**src/rtl/muldiv_pkg.sv**
```systemverilog
// Shared constants for the EX-stage iterative multiply/divide unit.
// Op encodings, FSM state codes, iteration count and divide-by-zero quotient.
package muldiv_pkg;

    localparam logic [1:0] OP_MULTU = 2'b00;
    localparam logic [1:0] OP_MULT  = 2'b01;
    localparam logic [1:0] OP_DIVU  = 2'b10;
    localparam logic [1:0] OP_DIV   = 2'b11;

    typedef logic [1:0] state_t;
    localparam state_t S_IDLE = 2'd0;
    localparam state_t S_CALC = 2'd1;
    localparam state_t S_FIX  = 2'd2;
    localparam state_t S_DONE = 2'd3;

    localparam int          MULDIV_ITER = 32;
    localparam logic [31:0] DIV0_QUOT   = 32'hFFFF_FFFF;

    // Two's-complement magnitude when neg is set, pass-through otherwise.
    function automatic logic [31:0] mag(input logic [31:0] v, input logic neg);
        return neg ? (~v + 32'd1) : v;
    endfunction

endpackage

```
**src/rtl/muldiv_step.sv**
```systemverilog
// One radix-2 step: shift-add multiply or restoring shift-subtract divide
// on a 64-bit {hi, lo} accumulator.
module muldiv_step (
    input  logic        div_i,
    input  logic [63:0] acc_i,
    input  logic [31:0] opnd_i,
    output logic [63:0] acc_o
);

    logic [32:0] sum;
    logic [32:0] rem;
    logic [31:0] diff;

    // Remainder is 33 bits after the shift; when it is >= the divisor the
    // difference always fits in 32 bits, so a 32-bit subtract is exact.
    always_comb begin
        sum  = {1'b0, acc_i[63:32]} + (acc_i[0] ? {1'b0, opnd_i} : 33'd0);
        rem  = acc_i[63:31];
        diff = rem[31:0] - opnd_i;
        if (div_i) begin
            if (rem >= {1'b0, opnd_i}) begin
                acc_o = {diff, acc_i[30:0], 1'b1};
            end else begin
                acc_o = {rem[31:0], acc_i[30:0], 1'b0};
            end
        end else begin
            acc_o = {sum, acc_i[31:1]};
        end
    end

endmodule

```
**src/rtl/ex_muldiv.sv**
```systemverilog
// EX-stage iterative MULT/MULTU/DIV/DIVU unit, 34-cycle latency, stalls ID/EX.
// Signed ops are available only when MULDIV_SIGNED_EN is defined.
module ex_muldiv
    import muldiv_pkg::*;
(
    input  logic        clk_i,
    input  logic        rst_i,
    input  logic        start_i,
    input  logic [1:0]  op_i,
    input  logic [31:0] data1_i,
    input  logic [31:0] data2_i,
    output logic        stall_o,
    output logic        done_o,
    output logic [31:0] hi_o,
    output logic [31:0] lo_o
);

`ifdef MULDIV_SIGNED_EN
    localparam logic SIGNED_EN = 1'b1;
`else
    localparam logic SIGNED_EN = 1'b0;
`endif

    state_t      state_q, state_d;
    logic [4:0]  cnt_q, cnt_d;
    logic [63:0] acc_q, acc_d;
    logic [31:0] opnd_q, opnd_d;
    logic        div_q, div_d;
    logic        sgn_q, sgn_d;
    logic        s1_q, s1_d;
    logic        s2_q, s2_d;
    logic        dz_q, dz_d;
    logic [31:0] hi_q, hi_d;
    logic [31:0] lo_q, lo_d;

    logic        in_sgn;
    logic [31:0] mag1, mag2;
    logic [63:0] step_acc;
    logic [63:0] prod_fix;
    logic [31:0] quo_fix, rem_fix;

    assign in_sgn = SIGNED_EN & op_i[0];
    assign mag1   = mag(data1_i, in_sgn & data1_i[31]);
    assign mag2   = mag(data2_i, in_sgn & data2_i[31]);

    muldiv_step u_step (
        .div_i  (div_q),
        .acc_i  (acc_q),
        .opnd_i (opnd_q),
        .acc_o  (step_acc)
    );

    // Sign correction; a zero divisor keeps the all-ones quotient, and the
    // remainder negation restores the dividend as supplied.
    always_comb begin
        prod_fix = (sgn_q & (s1_q ^ s2_q)) ? (~acc_q + 64'd1) : acc_q;
        rem_fix  = (sgn_q & s1_q) ? (~acc_q[63:32] + 32'd1) : acc_q[63:32];
        if (dz_q) begin
            quo_fix = DIV0_QUOT;
        end else if (sgn_q & (s1_q ^ s2_q)) begin
            quo_fix = ~acc_q[31:0] + 32'd1;
        end else begin
            quo_fix = acc_q[31:0];
        end
    end

    always_comb begin
        state_d = state_q;
        cnt_d   = cnt_q;
        acc_d   = acc_q;
        opnd_d  = opnd_q;
        div_d   = div_q;
        sgn_d   = sgn_q;
        s1_d    = s1_q;
        s2_d    = s2_q;
        dz_d    = dz_q;
        hi_d    = hi_q;
        lo_d    = lo_q;
        case (state_q)
            S_IDLE: begin
                if (start_i) begin
                    state_d = S_CALC;
                    cnt_d   = 5'd0;
                    div_d   = op_i[1];
                    sgn_d   = in_sgn;
                    s1_d    = in_sgn & data1_i[31];
                    s2_d    = in_sgn & data2_i[31];
                    dz_d    = (data2_i == 32'd0);
                    opnd_d  = op_i[1] ? mag2 : mag1;
                    acc_d   = {32'd0, (op_i[1] ? mag1 : mag2)};
                end
            end
            S_CALC: begin
                acc_d = step_acc;
                cnt_d = cnt_q + 5'd1;
                if (cnt_q == 5'(MULDIV_ITER - 1)) begin
                    state_d = S_FIX;
                end
            end
            S_FIX: begin
                state_d = S_DONE;
                if (div_q) begin
                    hi_d = rem_fix;
                    lo_d = quo_fix;
                end else begin
                    hi_d = prod_fix[63:32];
                    lo_d = prod_fix[31:0];
                end
            end
            S_DONE: begin
                state_d = S_IDLE;
            end
            default: begin
                state_d = S_IDLE;
            end
        endcase
    end

    always_ff @(posedge clk_i) begin
        if (rst_i) begin
            state_q <= S_IDLE;
            cnt_q   <= 5'd0;
            acc_q   <= 64'd0;
            opnd_q  <= 32'd0;
            div_q   <= 1'b0;
            sgn_q   <= 1'b0;
            s1_q    <= 1'b0;
            s2_q    <= 1'b0;
            dz_q    <= 1'b0;
            hi_q    <= 32'd0;
            lo_q    <= 32'd0;
        end else begin
            state_q <= state_d;
            cnt_q   <= cnt_d;
            acc_q   <= acc_d;
            opnd_q  <= opnd_d;
            div_q   <= div_d;
            sgn_q   <= sgn_d;
            s1_q    <= s1_d;
            s2_q    <= s2_d;
            dz_q    <= dz_d;
            hi_q    <= hi_d;
            lo_q    <= lo_d;
        end
    end

    assign stall_o = ((state_q == S_IDLE) & start_i) | (state_q == S_CALC) | (state_q == S_FIX);
    assign done_o  = (state_q == S_DONE);
    assign hi_o    = hi_q;
    assign lo_o    = lo_q;

endmodule

```
**config.mk**
```make
export PLATFORM = sky130hd
export DESIGN_NAME = ex_muldiv
export DESIGN_NICKNAME = d
export VERILOG_FILES = /design/src/rtl/muldiv_pkg.sv /design/src/rtl/muldiv_step.sv /design/src/rtl/ex_muldiv.sv
export SDC_FILE = /design/constraint.sdc
export NUM_CORES = 1
export LEC_CHECK = 0
export BUFFER_PORTS_ARGS = -buffer_cell sky130_fd_sc_hd__buf_2
export CORE_MARGIN = 8
export CORE_UTILIZATION = 47
export DETAILED_ROUTE_END_ITERATION = 7
export PLACE_DENSITY = 0.7
export RECOVER_POWER = 100
export SLEW_MARGIN = 40
export SYNTH_ARGS = -nofsm -noshare
export SYNTH_HDL_FRONTEND = slang
export SYNTH_SLANG_ARGS = --single-unit
```
**constraint.sdc**
```tcl
create_clock -name clk_i -period 2.9 [get_ports clk_i]
set_input_delay 0.145 -clock clk_i [delete_from_list [all_inputs] [get_ports clk_i]]
set_output_delay 0.145 -clock clk_i [all_outputs]
set_load 0.005 [all_outputs]
```
==> impl_metrics.toml <==
[final_layout]
final_nets = 1885
antenna_cells = 0
area_growth_pct = 31.4
final_core_util_pct = 62.6
ff_latch_area_sq_um = 3400
fillers = 2081
final_cells = 2081
final_common_cell = "nor2_1"
multi_input_area_sq_um = 8140
final_cell_mix = "243 x nor2_1, 204 x buf_4, 157 x dfxtp_1"
layout-drive-gt1-share_pct = 26.1

[worst_setup_path]
setup.worst_path.end_class = "flop"
cp_cell_sequence = "ha_4 > inv_2 > fa_2 > a211oi_4 > o211ai_1 > nand2_1 > o21ai_2 > a311o_1 > a2111oi_2 > o21bai_1 > mux2_1 > a211o_1"
critPathLaunch = "opnd_q[0]$_SDFFE_PP0P_"
critPathKind = "reg2reg"
worst-path-buf-inv = 1
cp.depth = 12
cp_top_family = "compound AO/OA/AOI/OAI gates"
crit_slowest_cell = "fa_2"
r2r_end = "acc_q[56]$_SDFFE_PP0P_"
reg2reg_slack_ns = -0.08
reg2reg_from = "opnd_q[0]$_SDFFE_PP0P_"
crit_required_ns = 3.23
cp_max_fo = 3
critical_path.max_stage_delay_ns = 0.39
r2r_cells = 12
worstSetupStartpointType = "flop"
crit_arrival_ns = 3.31

[logic_synthesis]
syn_area_per_cell_sq_um = 7.88
syn_nets = 1603
netlist-cell-type-count = 74
yosys.area.top_type = "dfxtp_1"
syn_inst = 1462
synth_top_area_share_pct = 29.4
syn_area_sq_um = 11500
ys_warn_count = 0
async_flop_share_pct = 0
synth_flop_cell = "dfxtp_1"
ys_seq_elements = 169
yosysSeqAreaShare_pct = 29.4
synth-edff-count = 0
netlist_top_cells_area = "dfxtp_1 29%, mux2i_1 10%, nor2_1 8.1%"

[worst_hold_path]
hold_path_class = "in2reg"
hold_start = "data1_i[30]"
hold_depth = 3
min_to = "opnd_q[30]$_SDFFE_PP0P_"

[clocking]
path_clk_slew_ns = 0.09
clock_latency_ns = 0.45
cts_tree = "built"
clk_path_buf_depth = 2
cts_hold_buf = 0
cts.sinks = 169
cts_buffers = 17
root_buffer = "clkbuf_16"
h-tree-depth = 4

[drt]
wl_per_cell_um = 18.5
drtIter0Drc = 972
viasPerCell = 5.87
antenna_left = 0
routed_wl_mm = 38.5
dr.pass1.iters = 5
drc_errors = 0
vias = 12220

[grt]
grt_pass1_wl_mm = 60.4
grt_pass1_vias = 11847
grt.overflow.total = 0
grt_max_degree = 70
gr-usage-all-layers_pct = 24.3
antenna_found_initial = 1

[floorplanning]
fp.dieW_um = 173
pin_count = 135
num_rows = 57
die_area_sq_um = 29800
core-area_sq_um = 24200
fp.dieH_um = 173
start_util_pct = 47.7

[outcome]
violations = "capacitance limit, slew limit, setup timing"
outcome = "finished, violations left"

[sta]
rsz0062_at_grt = "yes"
setup_ws_ns = -0.0818
setup_tns_ns = -0.206
hold_viol_final = 0
timing.fmax_ghz = 0.335
fin_skew_ns = 0.0181
worst_slew_pin_slew_ns = 1.50
post-route-min-period_ns = 2.98
max_slew_margin_pct = -0.309
final-max-slew-violation-count = 35
setup_violations = 5
fin_crit_sh_pct = 103

[job]
timing.max_cap.violations = 1

[power]
vdd_drop_max_uv = 577
p_per_area_nw_per_um2 = 810
p_leak_nw = 6.62

[placed_design]
io_buffers = 133
dpl.hpwl_mm = 28.2
dp_cells = 2033
place_congestion = 0.975
[registers in the layout, indices dropped and copies added (netlist names)]
name and flops:
acc_q 64, cnt_q 5, div_q 1, dz_q 1, hi_o 32, lo_o 32
opnd_q 32, state_q 2
[synth_stat cells (3+ instances only)]
cell      count
a31oi_1       7
and3_1       19
mux2i_1     117
a221oi_1      3
nor2_1      249
xor2_1       20
o211ai_1     13
or2_2         3
mux2_2        3
nand4_1      13
nor4_1       12
nor3b_1       3
nand2b_1      9
a21oi_1     114
nand2_1      81
dfxtp_1     169
a211o_1       4
and2_1        9
nand3_1      12
o21bai_1      5
a32oi_1       3
buf_2         6
nor3_1       44
xnor2_1      23
a41oi_1       3
buf_1        12
inv_1        49
a21boi_1      3
ha_1         70
a22oi_1       3
nor2b_1      38
a32o_1        6
a22o_1       11
o21ai_1       3
nand3b_1      3
o31ai_1       3
o31a_1        3
o21a_1       10
or3_1         4
a21o_1       33
a211oi_1    105
o221ai_1      8
clkbuf_1     77
o21ai_0      41
[worst max-delay path by stage]
| stage | end | slack [ns] |
|---|---|---|
| 2_1_floorplan | acc_q[56]$_SDFFE_PP0P_ | 0.002 |
| 3_3_place_gp | acc_q[61]$_SDFFE_PP0P_ | -0.19 |
| 3_5_place_dp | acc_q[57]$_SDFFE_PP0P_ | -0.29 |
| 4_1_cts | acc_q[56]$_SDFFE_PP0P_ | -0.05 |
| 5_1_grt | acc_q[56]$_SDFFE_PP0P_ | -0.21 |
| 6_report | acc_q[56]$_SDFFE_PP0P_ | -0.08 |
[layer usage]
layer	global-route usage [%]	part of all wire, %	vias to the layer above
met3	4.77	7.0	95
met4	9.89	3.2	2
met2	39.4	46	475
met1	31.1	44	5780
met5	0	0.031	-
li1	-	-	5868
[metrics by stage]
step	instance area, sq um	hold WS (ns)	power [mW]	setup WS [ns]
3_3_place_gp	13900	0.459	9.34	-0.186
3_5_place_dp	13900	0.462	9.44	-0.292
2_1_floorplan	11600	0.333	7.23	0.00232
6_report	15100	0.0425	12.3	-0.0818
5_1_grt	15100	0.0570	13.1	-0.208
4_1_cts	14800	0.0381	12.0	-0.0489
[report_power, final]
part / total [mW] / internal (mW) / switching (mW)
Clock: 2.36 / 1.16 / 1.20
Sequential: 3.40 / 2.92 / 0.484
Combinational: 6.51 / 2.82 / 3.69
Total: 12.3 / 6.90 / 5.37
[cells by family after synthesis]
family                   synth area share, %
AND/OR/NAND/NOR                         19.8
AO/OA/AOI/OAI                           24.2
flip-flops                              29.4
buffers and inverters                   4.85
multiplexers                            10.6
adder cells (fa/ha/maj)                 7.95
XOR/XNOR                                3.27
[final cells by class]
class | count | share of cell area, %
inverters | 49 | 1.26
multi-input cells | 1148 | 53.8
repair buffers | 359 | 15.9
flip-flops and latches | 169 | 22.5
clock inverters | 15 | 1.12
clock buffers | 17 | 2.81
well taps | 324 | 2.68
[worst min-delay path, delay by kind of cell]
family | cells | cell delay, ns
mux | 1 | 0.13
buf+inv | 1 | 0.10
compound gates | 1 | 0.08
[timing repair]
action,in CTS,in global routing
buffers inserted,4,11
gates resized for setup,48,81
endpoints found under the setup margin,24,32
cloned,0,2
pin swaps,28,49
(Power assumes the default switching activity.)
